File: config.mk
export PLATFORM = sky130hd
export DESIGN_NAME = motor_fault_recovery_flat
export DESIGN_NICKNAME = d
export VERILOG_FILES = /design/src/rtl/motor_fault_recovery_if.sv /design/src/rtl/motor_fault_recovery.sv /design/src/flat_wrapper.sv
export SDC_FILE = /design/constraint.sdc
export NUM_CORES = 1
export LEC_CHECK = 0
export BUFFER_PORTS_ARGS = -buffer_cell sky130_fd_sc_hd__clkbuf_2
export CAP_MARGIN = 20
export CORE_UTILIZATION = 50
export CTS_CLUSTER_SIZE = 24
export DETAILED_ROUTE_END_ITERATION = 10
export PLACE_DENSITY = 0.65
export SKIP_LAST_GASP = 1
export SLEW_MARGIN = 20
export SYNTH_ARGS = -nofsm -noshare
export SYNTH_HDL_FRONTEND = slang
export SYNTH_SLANG_ARGS = --single-unit
export TNS_END_PERCENT = 100
File: constraint.sdc
create_clock -name CLK100MHZ -period 5 [get_ports CLK100MHZ]
set_input_delay 0.5 -clock CLK100MHZ [delete_from_list [all_inputs] [get_ports CLK100MHZ]]
set_output_delay 0.5 -clock CLK100MHZ [all_outputs]
set_load 0.05 [all_outputs]
File: src/rtl/motor_fault_recovery_if.sv
// Sense/command/status bundle between the motor fault supervisor and its
// surroundings (sense pins, clear command, bridge enables, PWM duty ceiling).
interface motor_fault_recovery_if;
  logic       OCA;
  logic       OCB;
  logic       clear_fault;
  logic       ENA;
  logic       ENB;
  logic [7:0] duty_limit;
  logic       overcurrent;
  logic       lockout;
  logic [2:0] retry_count;

  modport master (
    output OCA, OCB, clear_fault,
    input  ENA, ENB, duty_limit, overcurrent, lockout, retry_count
  );

  modport slave (
    input  OCA, OCB, clear_fault,
    output ENA, ENB, duty_limit, overcurrent, lockout, retry_count
  );
endinterface

File: src/rtl/motor_fault_recovery.sv
// Overcurrent supervisor for both H-bridge channels: qualifies the active-low
// sense pins, trips both enables, cools down, soft-starts the duty ceiling and
// latches a lockout after too many retries until an explicit clear.
module motor_fault_recovery #(
  parameter int unsigned QUAL_CYCLES      = 1_000_000,
  parameter int unsigned COOLDOWN_CYCLES  = 50_000_000,
  parameter int unsigned RAMP_STEP_CYCLES = 10_000,
  parameter int unsigned MAX_RETRIES      = 3,
  parameter int unsigned STABLE_CYCLES    = 100_000_000
) (
  input  logic                 CLK100MHZ,
  input  logic                 reset,
  motor_fault_recovery_if.slave bus
);

  typedef enum logic [2:0] {
    S_RUN,
    S_QUALIFY,
    S_COOLDOWN,
    S_RAMP,
    S_LOCKOUT
  } state_t;

  localparam logic [26:0] QUAL_LAST   = 27'(QUAL_CYCLES - 1);
  localparam logic [26:0] COOL_LAST   = 27'(COOLDOWN_CYCLES - 1);
  localparam logic [26:0] STEP_LAST   = 27'(RAMP_STEP_CYCLES - 1);
  localparam logic [26:0] STABLE_LAST = 27'(STABLE_CYCLES - 1);
  localparam logic [2:0]  RETRY_MAX   = 3'(MAX_RETRIES);

  logic        ocaMeta_q;
  logic        ocaSync_q;
  logic        ocbMeta_q;
  logic        ocbSync_q;
  logic        fault;

  state_t      state_q;
  state_t      retState_q;
  logic [26:0] qualCnt_q;
  logic [26:0] coolCnt_q;
  logic [26:0] stepCnt_q;
  logic [26:0] stableCnt_q;
  logic [2:0]  retry_q;
  logic        enable_q;
  logic [7:0]  duty_q;
  logic        overcurrent_q;
  logic        lockout_q;

  // Two-flop synchronizers for the asynchronous sense pins; idle level is high.
  always_ff @(posedge CLK100MHZ) begin
    if (reset) begin
      ocaMeta_q <= 1'b1;
      ocaSync_q <= 1'b1;
      ocbMeta_q <= 1'b1;
      ocbSync_q <= 1'b1;
    end else begin
      ocaMeta_q <= bus.OCA;
      ocaSync_q <= ocaMeta_q;
      ocbMeta_q <= bus.OCB;
      ocbSync_q <= ocbMeta_q;
    end
  end

  // Either channel pulling its sense pin low counts as a fault on both.
  assign fault = ~ocaSync_q | ~ocbSync_q;

  // Supervisor FSM with registered outputs; outputs change only on transitions
  // (or ramp steps), so QUALIFY naturally holds whatever its return state drove.
  always_ff @(posedge CLK100MHZ) begin
    if (reset) begin
      state_q       <= S_RUN;
      retState_q    <= S_RUN;
      qualCnt_q     <= '0;
      coolCnt_q     <= '0;
      stepCnt_q     <= '0;
      stableCnt_q   <= '0;
      retry_q       <= '0;
      enable_q      <= 1'b1;
      duty_q        <= 8'hFF;
      overcurrent_q <= 1'b0;
      lockout_q     <= 1'b0;
    end else begin
      stableCnt_q <= '0;
      case (state_q)
        S_RUN: begin
          if (fault) begin
            state_q    <= S_QUALIFY;
            retState_q <= S_RUN;
            qualCnt_q  <= '0;
          end else if (stableCnt_q == STABLE_LAST) begin
            retry_q <= '0;
          end else begin
            stableCnt_q <= stableCnt_q + 27'd1;
          end
        end

        S_QUALIFY: begin
          if (!fault) begin
            state_q   <= retState_q;
            qualCnt_q <= '0;
          end else if (qualCnt_q == QUAL_LAST) begin
            qualCnt_q     <= '0;
            coolCnt_q     <= '0;
            stepCnt_q     <= '0;
            enable_q      <= 1'b0;
            duty_q        <= 8'h00;
            overcurrent_q <= 1'b1;
            if (retry_q == RETRY_MAX) begin
              state_q   <= S_LOCKOUT;
              lockout_q <= 1'b1;
            end else begin
              state_q <= S_COOLDOWN;
              retry_q <= retry_q + 3'd1;
            end
          end else begin
            qualCnt_q <= qualCnt_q + 27'd1;
          end
        end

        S_COOLDOWN: begin
          if (coolCnt_q == COOL_LAST) begin
            coolCnt_q <= '0;
            if (!fault) begin
              state_q       <= S_RAMP;
              enable_q      <= 1'b1;
              duty_q        <= 8'h00;
              overcurrent_q <= 1'b0;
              stepCnt_q     <= '0;
            end
          end else begin
            coolCnt_q <= coolCnt_q + 27'd1;
          end
        end

        S_RAMP: begin
          if (fault) begin
            state_q    <= S_QUALIFY;
            retState_q <= S_RAMP;
            qualCnt_q  <= '0;
          end else if (duty_q == 8'hFF) begin
            state_q <= S_RUN;
          end else if (stepCnt_q == STEP_LAST) begin
            stepCnt_q <= '0;
            duty_q    <= duty_q + 8'd1;
          end else begin
            stepCnt_q <= stepCnt_q + 27'd1;
          end
        end

        S_LOCKOUT: begin
          if (bus.clear_fault && !fault) begin
            state_q       <= S_RAMP;
            retry_q       <= '0;
            lockout_q     <= 1'b0;
            overcurrent_q <= 1'b0;
            enable_q      <= 1'b1;
            duty_q        <= 8'h00;
            stepCnt_q     <= '0;
          end
        end

        default: begin
          state_q       <= S_RUN;
          retState_q    <= S_RUN;
          qualCnt_q     <= '0;
          coolCnt_q     <= '0;
          stepCnt_q     <= '0;
          enable_q      <= 1'b1;
          duty_q        <= 8'hFF;
          overcurrent_q <= 1'b0;
          lockout_q     <= 1'b0;
        end
      endcase
    end
  end

  assign bus.ENA         = enable_q;
  assign bus.ENB         = enable_q;
  assign bus.duty_limit  = duty_q;
  assign bus.overcurrent = overcurrent_q;
  assign bus.lockout     = lockout_q;
  assign bus.retry_count = retry_q;

endmodule

File: src/flat_wrapper.sv
// flat-port wrapper written by rule: the top's interface ports become plain ports
module motor_fault_recovery_flat 
#(
  parameter int unsigned QUAL_CYCLES      = 1_000_000,
  parameter int unsigned COOLDOWN_CYCLES  = 50_000_000,
  parameter int unsigned RAMP_STEP_CYCLES = 10_000,
  parameter int unsigned MAX_RETRIES      = 3,
  parameter int unsigned STABLE_CYCLES    = 100_000_000
)
  (CLK100MHZ, reset, bus_OCA, bus_OCB, bus_clear_fault, bus_ENA, bus_ENB, bus_duty_limit, bus_overcurrent, bus_lockout, bus_retry_count);
  motor_fault_recovery_if bus_i ();
  input  logic CLK100MHZ;
  input  logic reset;
  input wire logic [$bits(bus_i.OCA)-1:0] bus_OCA;
  input wire logic [$bits(bus_i.OCB)-1:0] bus_OCB;
  input wire logic [$bits(bus_i.clear_fault)-1:0] bus_clear_fault;
  output wire logic [$bits(bus_i.ENA)-1:0] bus_ENA;
  output wire logic [$bits(bus_i.ENB)-1:0] bus_ENB;
  output wire logic [$bits(bus_i.duty_limit)-1:0] bus_duty_limit;
  output wire logic [$bits(bus_i.overcurrent)-1:0] bus_overcurrent;
  output wire logic [$bits(bus_i.lockout)-1:0] bus_lockout;
  output wire logic [$bits(bus_i.retry_count)-1:0] bus_retry_count;
  assign bus_i.OCA = bus_OCA;
  assign bus_i.OCB = bus_OCB;
  assign bus_i.clear_fault = bus_clear_fault;
  assign bus_ENA = bus_i.ENA;
  assign bus_ENB = bus_i.ENB;
  assign bus_duty_limit = bus_i.duty_limit;
  assign bus_overcurrent = bus_i.overcurrent;
  assign bus_lockout = bus_i.lockout;
  assign bus_retry_count = bus_i.retry_count;
  motor_fault_recovery #(.QUAL_CYCLES(QUAL_CYCLES), .COOLDOWN_CYCLES(COOLDOWN_CYCLES), .RAMP_STEP_CYCLES(RAMP_STEP_CYCLES), .MAX_RETRIES(MAX_RETRIES), .STABLE_CYCLES(STABLE_CYCLES)) u_core (.CLK100MHZ(CLK100MHZ), .reset(reset), .bus(bus_i));
endmodule
==> results.md, run 1 <==
* Leakage dissipation at 2.53 nW
* Final hold vios at 0
* Global Route Usage Sum at 0.241
* Number of max-slew violations in the final report at 0
* Total length of routed wires at 15,300 um
* Synth async-reset ratio at 0
* Area taken by flip-flops and latches at 2600 um^2
* Starting DRT DRC Count at ~440
* Leading area contributor after synthesis: sky130_fd_sc_hd__dfxtp_1
* Min Clock Period, post-route at 3.12 ns
* Post-synthesis share of cell area spent on xor and xnor gates at 0.0933
* GR Overflow Total at 0
* Maximum fanout encountered on the critical timing path at 21
* CP cell instances: nand3b_1 > nor3_1 > o21ai_0 > o211ai_1 > nand2_1 > a31oi_1
* Final weighted congestion in routability-driven placement at 0.832
* Post-route cell area at 7440 um^2
* Number of port buffers at 19
* Antenna violations before repair at 0
* Unrepaired setup endpoints after global routing: no
* Final-layout setup total negative slack at 0 ns
* Arrival time of the worst setup path at roughly 3.5 ns
* Startpoint type of the worst setup path: register
* Cells taking the most area after synthesis: sky130_fd_sc_hd__dfxtp_1 40%, sky130_fd_sc_hd__nor2_1 6.4%, sky130_fd_sc_hd__xor2_1 5.2%
* Post-placement cell area at between 6000 and 7000 um^2
* Synth Area in Compound Gates at 0.139
* Largest family of logic cells by synthesized area: simple AND/OR/NAND/NOR gates
* Final Net Count at 819
* Die width at 117 um
* Fmax at around 320 MHz
* Crit Path Category: reg2reg
* Layout overhead on the synthesized area at 13.2%
* Final Power at ~0.0033 W
* Effective utilization at floorplan at 0.517
* Maximum Capacitance Violations at 0
* Mean Syn Cell Area at 8.18 um^2
* Critical path capture point type: register
* Total of hold buffers inserted after clock tree synthesis at 0
* Average wire per cell in the routed design at 15.4 um
* Fraction of synthesized area in multiplexers at 0.00781
* Std-Cell Core Area at roughly 13,000 um^2
* Clock tree from TritonCTS: yes
* Cells resized by post-CTS repair at 0
* Post-synth EDFFs at 0
* Source-to-sink clock delay at the later pin of the worst-skew pair at between 0.4 and 0.5 ns
* Maximum vdd drop at ~0.3 mV
* Vias in the first global route at ~5.5k
* Basic-gate share of the synthesized area counting and, or, nand and nor cells at 0.314
* Biggest cell delay along the critical path at ~0.75 ns
* Cell with the most instances after synthesis: sky130_fd_sc_hd__dfxtp_1
* Worst EP required at around 5.3 ns
* Top-area cell type share of the netlist area at 0.396
* Total nets after synthesis at 815
* DP Cell Count at between 900 and 1k
* Deepest level of the CTS H-tree at 4
* Worst rel slew slack at 0.401
* Share of synthesized cell area in full adder, half adder and majority cells at 0.0133
* Fraction of the yosys area taken by sequential cells at 0.396
* Commonest cells in the netlist: 130 x sky130_fd_sc_hd__dfxtp_1, 112 x sky130_fd_sc_hd__nor2_1, 80 x sky130_fd_sc_hd__nand2_1
* Post-route DRC violation count at 0
* Number of vias per cell after detailed routing at 5.92
* Mapped Cells at 803
* Half-perimeter wire length of the detailed placement result at slightly above 10,000 um
* Area of the multi-input gates at roughly 3700 um^2
* Number of clock sinks seen by CTS at 130
* Tightest Hold Check Type: in2reg
* Detailed-routing iteration count for the pre-antenna-repair pass at 4
* Vertical die dimension at 117 um
* Maximum number of pins on one net before global-route repair at 39
* Wire length of the first global-routing pass at 26,000 um
* Cell at the root of the clock tree: sky130_fd_sc_hd__clkbuf_16
* Buffer levels on the longest clock path at 2
* # fillers at between 1k and 1.5k
* Slew at the pin closest to its max-slew limit at 0.897 ns
* Clock-pin slew on the worst setup and hold paths at approximately 0.060 ns
* Total Die Area at 13,600 um^2
* Diodes inserted at 0
* Total setup violations reported at the end of the flow at 0
* Clock tree skew after final layout at 0.00881 ns
* Post-route insts no fill at 992
* Number of synthesized register bits at 130
* Routed Antenna Nets at 0
* Cell row count at 41
* Vias post-DR at 5,870
* Count of pins on the block boundary at 20
* Mapped cell area at 6570 um^2
* Fraction of final layout cells with drive strength greater than 1 at 0.0866
* # Post-CTS Setup Buffers at 0
* Worst path slowest cell: sky130_fd_sc_hd__dfxtp_1
* Primary flip-flop cell chosen by synthesis mapping: sky130_fd_sc_hd__dfxtp_1
* CTS buffer count at 17
* Share of the clock period used by the worst path after layout at 0.625
* Synth Warn # at 0
* Areal power density over the cells at 440 nW/um^2
* Status: complete, no violations
* Number of distinct library cells after synthesis at 62
placed cells by master (no fill, tap or decap), drive strengths merged, types with 7 or more instances in the layout:
cell type	instances
nor2	112
nor4	18
dfxtp	130
nand4	23
and4	13
bufinv	8
and3	19
nand3	51
o21ai	31
xnor2	31
xor2	39
ha	7
or3	15
nand2	80
nor4b	13
nor3	18
a21oi	27
clkbuf	37
inv	13
a31oi	23
a21o	10
state kept, by name, summed over array words and instances, names as in the netlist:
signal,flops
u_core.ocaMeta_q,1
u_core.bus.retry_count,3
u_core.ocaSync_q,1
u_core.bus.overcurrent,1
u_core.retState_q,1
u_core.coolCnt_q,27
u_core.qualCnt_q,27
u_core.stepCnt_q,27
u_core.ocbMeta_q,1
u_core.stableCnt_q,27
u_core.bus.duty_limit,8
u_core.bus.ENA,1
u_core.ocbSync_q,1
u_core.state_q,3
u_core.bus.lockout,1
through the flow:
step	util	setup slack (ns)	hold slack (ns)
floorplan	-	2.62	0.389
global placement	0.528	2.16	0.405
detailed placement	0.528	1.95	0.407
CTS	0.584	1.96	0.254
global route	0.585	1.62	0.269
finish	0.585	1.88	0.260
logic make-up after synthesis:
group,after synthesis
xor+xnor,70
simple gates,400
fa+ha+maj,7
mux,5
flops,130
buf+inv,52
compound gates,139
worst paths after layout:
path	start	to	slack, ns	cells after the start
max	u_core.state_q[1]	u_core.stepCnt_q[16]	1.88	6
min	bus_OCA	u_core.ocaMeta_q	0.26	2
max reg2reg	u_core.state_q[1]	u_core.stepCnt_q[16]	1.88	6
min reg2reg	u_core.ocaMeta_q	u_core.ocaSync_q	0.42	1
final cells by class:
type	instances	area share
multi-input cells	621	0.501
flip-flops and latches	130	0.350
clock buffers	18	0.0577
clock inverters	14	0.0382
well taps	172	0.0289
repair buffers	23	0.0173
inverters	14	0.00707
worst max-delay path: cells and delay by family (launching register included):
kind,cells,cell delay (ns)
compound gates,3,0.93
flops,1,0.75
simple gates,3,1.37
power breakdown:
group          leakage, nW  total, W  internal, W  switching (W)
clock network        0.332   0.00151      0.00103       0.000473
registers             1.05   0.00115      0.00108      0.0000673
logic                 1.15  0.000620     0.000173       0.000447
layer usage:
layer / track usage / wire length (um)
met2: 0.384 / 7000
met5: 0 / 0
met3: 0.0602 / 655
met4: 0.0911 / 232
met1: 0.316 / 7370
No activity file was read; power rests on OpenSTA's default activity.
==> inputs of run 2 (changes only) <==
PLACE_DENSITY = 0.68   (was 0.65)
clock period = 2.8 ns   (was 5 ns; I/O delays follow)
==> results.md, run 2 (synthesis gave the netlist of run 1 again) <==
* Largest delay share family, worst path: compound AO/OA/AOI/OAI gates (was simple AND/OR/NAND/NOR gates)
* Net switching share of the total power at 0.325 (was 0.301)
* Worst rel slew slack at 0.486 (was 0.401)
* Routed Antenna Nets at 0 (unchanged)
* Maximum vdd drop at 0.880 mV (was 0.295 mV)
* Vias in the first global route at 5,557 (was 5,501)
* CTS buffer count at 17 (unchanged)
* Status: complete, no violations (unchanged)
* Antenna violations before repair at 0 (unchanged)
* Maximum number of pins on one net before global-route repair at 38 (was 39)
* Proportion of power drawn by the clock network at 0.408 (was 0.460)
* Tightest Hold Check Type: in2reg (unchanged)
* Wire length of the first global-routing pass at 26,000 um (about the same)
* Deepest level of the CTS H-tree at 4 (unchanged)
* Unrepaired setup endpoints after global routing: yes (was no)
* Clock tree skew after final layout at 0.00563 ns (was 0.00881 ns)
* Maximum Capacitance Violations at 0 (unchanged)
* Die width at 117 um (unchanged)
* Number of vias per cell after detailed routing at 5.94 (was 5.92)
* Source-to-sink clock delay at the later pin of the worst-skew pair at 0.43 ns (about the same)
* Met3 layer wire length in the routed design at 780 um (was 655 um)
* Final hold vios at 0 (unchanged)
* Clock-pin slew on the worst setup and hold paths at 0.06 ns (about the same)
* Fmax at 388 MHz (was 320 MHz)
* Maximum fanout encountered on the critical timing path at 16 (was 21)
* Fraction of power consumed by combinational cells at 0.211 (was 0.189)
* Final Net Count at 835 (was 819)
* Vertical die dimension at 117 um (unchanged)
* Worst path slowest cell: sky130_fd_sc_hd__dfxtp_1 (unchanged)
* Cell row count at 41 (unchanged)
* Vias post-DR at 5,989 (was 5,870)
* Starting DRT DRC Count at 554 (was 441)
* Critical path capture point type: register (unchanged)
* Final weighted congestion in routability-driven placement at 0.868 (was 0.832)
* Std-Cell Core Area at 12,700 um^2 (unchanged)
* Switching power at 0.00175 W (was 0.000987 W)
* Total of hold buffers inserted after clock tree synthesis at 0 (unchanged)
* Most common cell after layout, fill and taps aside: sky130_fd_sc_hd__dfxtp_1 (unchanged)
* Seq pwr share at 0.381 (was 0.351)
* Post-route DRC violation count at 0 (unchanged)
* Number of clock sinks seen by CTS at 130 (unchanged)
* Routed length on met1 at 7050 um (was 7370 um)
* Buffer levels on the longest clock path at 2 (unchanged)
* Final-layout setup total negative slack at 0 ns (unchanged)
* Cell Int Power at 0.00363 W (was 0.00229 W)
* Areal power density over the cells at 725 nW/um^2 (was 440 nW/um^2)
* Clock tree from TritonCTS: yes (unchanged)
* Number of max-slew violations in the final report at 0 (unchanged)
* Placement Setup Slack at 0.226 ns (was 1.95 ns)
* Arrival time of the worst setup path at 2.84 ns (was 3.47 ns)
* Layout overhead on the synthesized area at 13.0% (was 13.2%)
* Final worst slack at 0.226 ns (was 1.88 ns)
* Startpoint type of the worst setup path: register (unchanged)
* Slew at the pin closest to its max-slew limit at 0.771 ns (was 0.897 ns)
* GR Overflow Total at 0 (unchanged)
* Worst EP required at 3.07 ns (was 5.34 ns)
* Crit Path Category: reg2reg (unchanged)
* Min Clock Period, post-route at 2.57 ns (was 3.12 ns)
* Topmost layer with routed signal wires: met4 (unchanged)
* Detailed-routing iteration count for the pre-antenna-repair pass at 5 (was 4)
* Total Die Area at 13,600 um^2 (unchanged)
* Worst hold slack after final layout at 0.0673 ns (was 0.260 ns)
* Total length of routed wires at 15,300 um (about the same)
* Most used cells in the layout excluding fill and tap cells: 130 x sky130_fd_sc_hd__dfxtp_1, 112 x sky130_fd_sc_hd__nor2_1, 79 x sky130_fd_sc_hd__nand2_1 (was 130 x sky130_fd_sc_hd__dfxtp_1, 112 x sky130_fd_sc_hd__nor2_1, 80 x sky130_fd_sc_hd__nand2_1)
* Diodes inserted at 0 (unchanged)
* Biggest cell delay along the critical path at 0.63 ns (was 0.75 ns)
* Total setup violations reported at the end of the flow at 0 (unchanged)
* Share of the clock period used by the worst path after layout at 0.919 (was 0.625)
* Number of port buffers at 19 (unchanged)
* Average wire per cell in the routed design at 15.2 um (was 15.4 um)
* Fraction of final layout cells with drive strength greater than 1 at 0.104 (was 0.0866)
* Buffers plus inverters on the worst setup path at 0 (unchanged)
* Global Route Usage Sum at 0.244 (was 0.241)
* Total length of routed met2 wires at 7120 um (was 7000 um)
* Effective utilization at floorplan at 0.517 (unchanged)
* Count of pins on the block boundary at 20 (unchanged)
* CP cell instances: or2_2 > o21ai_0 > o21ai_0 > o211ai_1 > nor2_1 > a41oi_1 (was nand3b_1 > nor3_1 > o21ai_0 > o211ai_1 > nand2_1 > a31oi_1)
* Leakage dissipation at 2.56 nW (was 2.53 nW)
* Cell at the root of the clock tree: sky130_fd_sc_hd__clkbuf_16 (unchanged)
* Half-perimeter wire length of the detailed placement result at 10,400 um (was 10,300 um)
* Top cell by count, worst path: sky130_fd_sc_hd__o21ai_0
## run 2: cell count changes in the layout (fill, tap and decap cells not counted), sizes merged
cell      previous run  this run
buf                  4        20
bufinv               8         2
clkbuf              37        41
clkinv               3         6
clkinvlp             4         3
## run 2: power groups by stage
stage	Sequential, W	Combinational (W)	Clock [W]
after floorplan	0.00221	0.000708	0
after global placement	0.00208	0.00110	0
after detailed placement	0.00208	0.00112	0
after CTS	0.00204	0.00112	0.00222
after global routing	0.00206	0.00123	0.00231
final	0.00205	0.00114	0.00219
## run 2: cell type report
type / instances / area (um^2)
inverters: 14 / 52.6
multi-input cells: 621 / 3730
clock buffers: 22 / 474
repair buffers: 39 / 245
flip-flops and latches: 130 / 2600
fillers: 1184 / 5300
clock inverters: 10 / 108
well taps: 172 / 215
## run 2: metrics by stage
stage | instances | power, W | utilization | cell area (um^2)
floorplan | 803 | 0.00291 | - | 6570
global placement | 976 | 0.00318 | 0.538 | 6840
detailed placement | 976 | 0.00320 | 0.538 | 6840
CTS | 1008 | 0.00539 | 0.583 | 7420
global route | 1008 | 0.00561 | 0.584 | 7420
finish | 1008 | 0.00538 | 0.584 | 7420
## run 2: path summary, 6_finish.rpt
kind,from,to,slack (ns),depth (start not counted)
hold reg to reg,u_core.ocaMeta_q,u_core.ocaSync_q,0.40,1
hold / removal,bus_OCA,u_core.ocaMeta_q,0.07,2
setup reg to reg,u_core.state_q[0],u_core.bus.duty_limit[1],0.23,6
setup / recovery,u_core.state_q[0],u_core.bus.duty_limit[1],0.23,6
## run 2: metal layers
metal,vias up,GRT usage
li1,2946,-
met1,2858,0.311
met2,152,0.389
met3,33,0.0555
met4,0,0.117
met5,-,0
## run 2: repair_timing
item	CTS	global route
resized for setup	0	1
buffers inserted	0	0
endpoints found under the setup margin	0	16
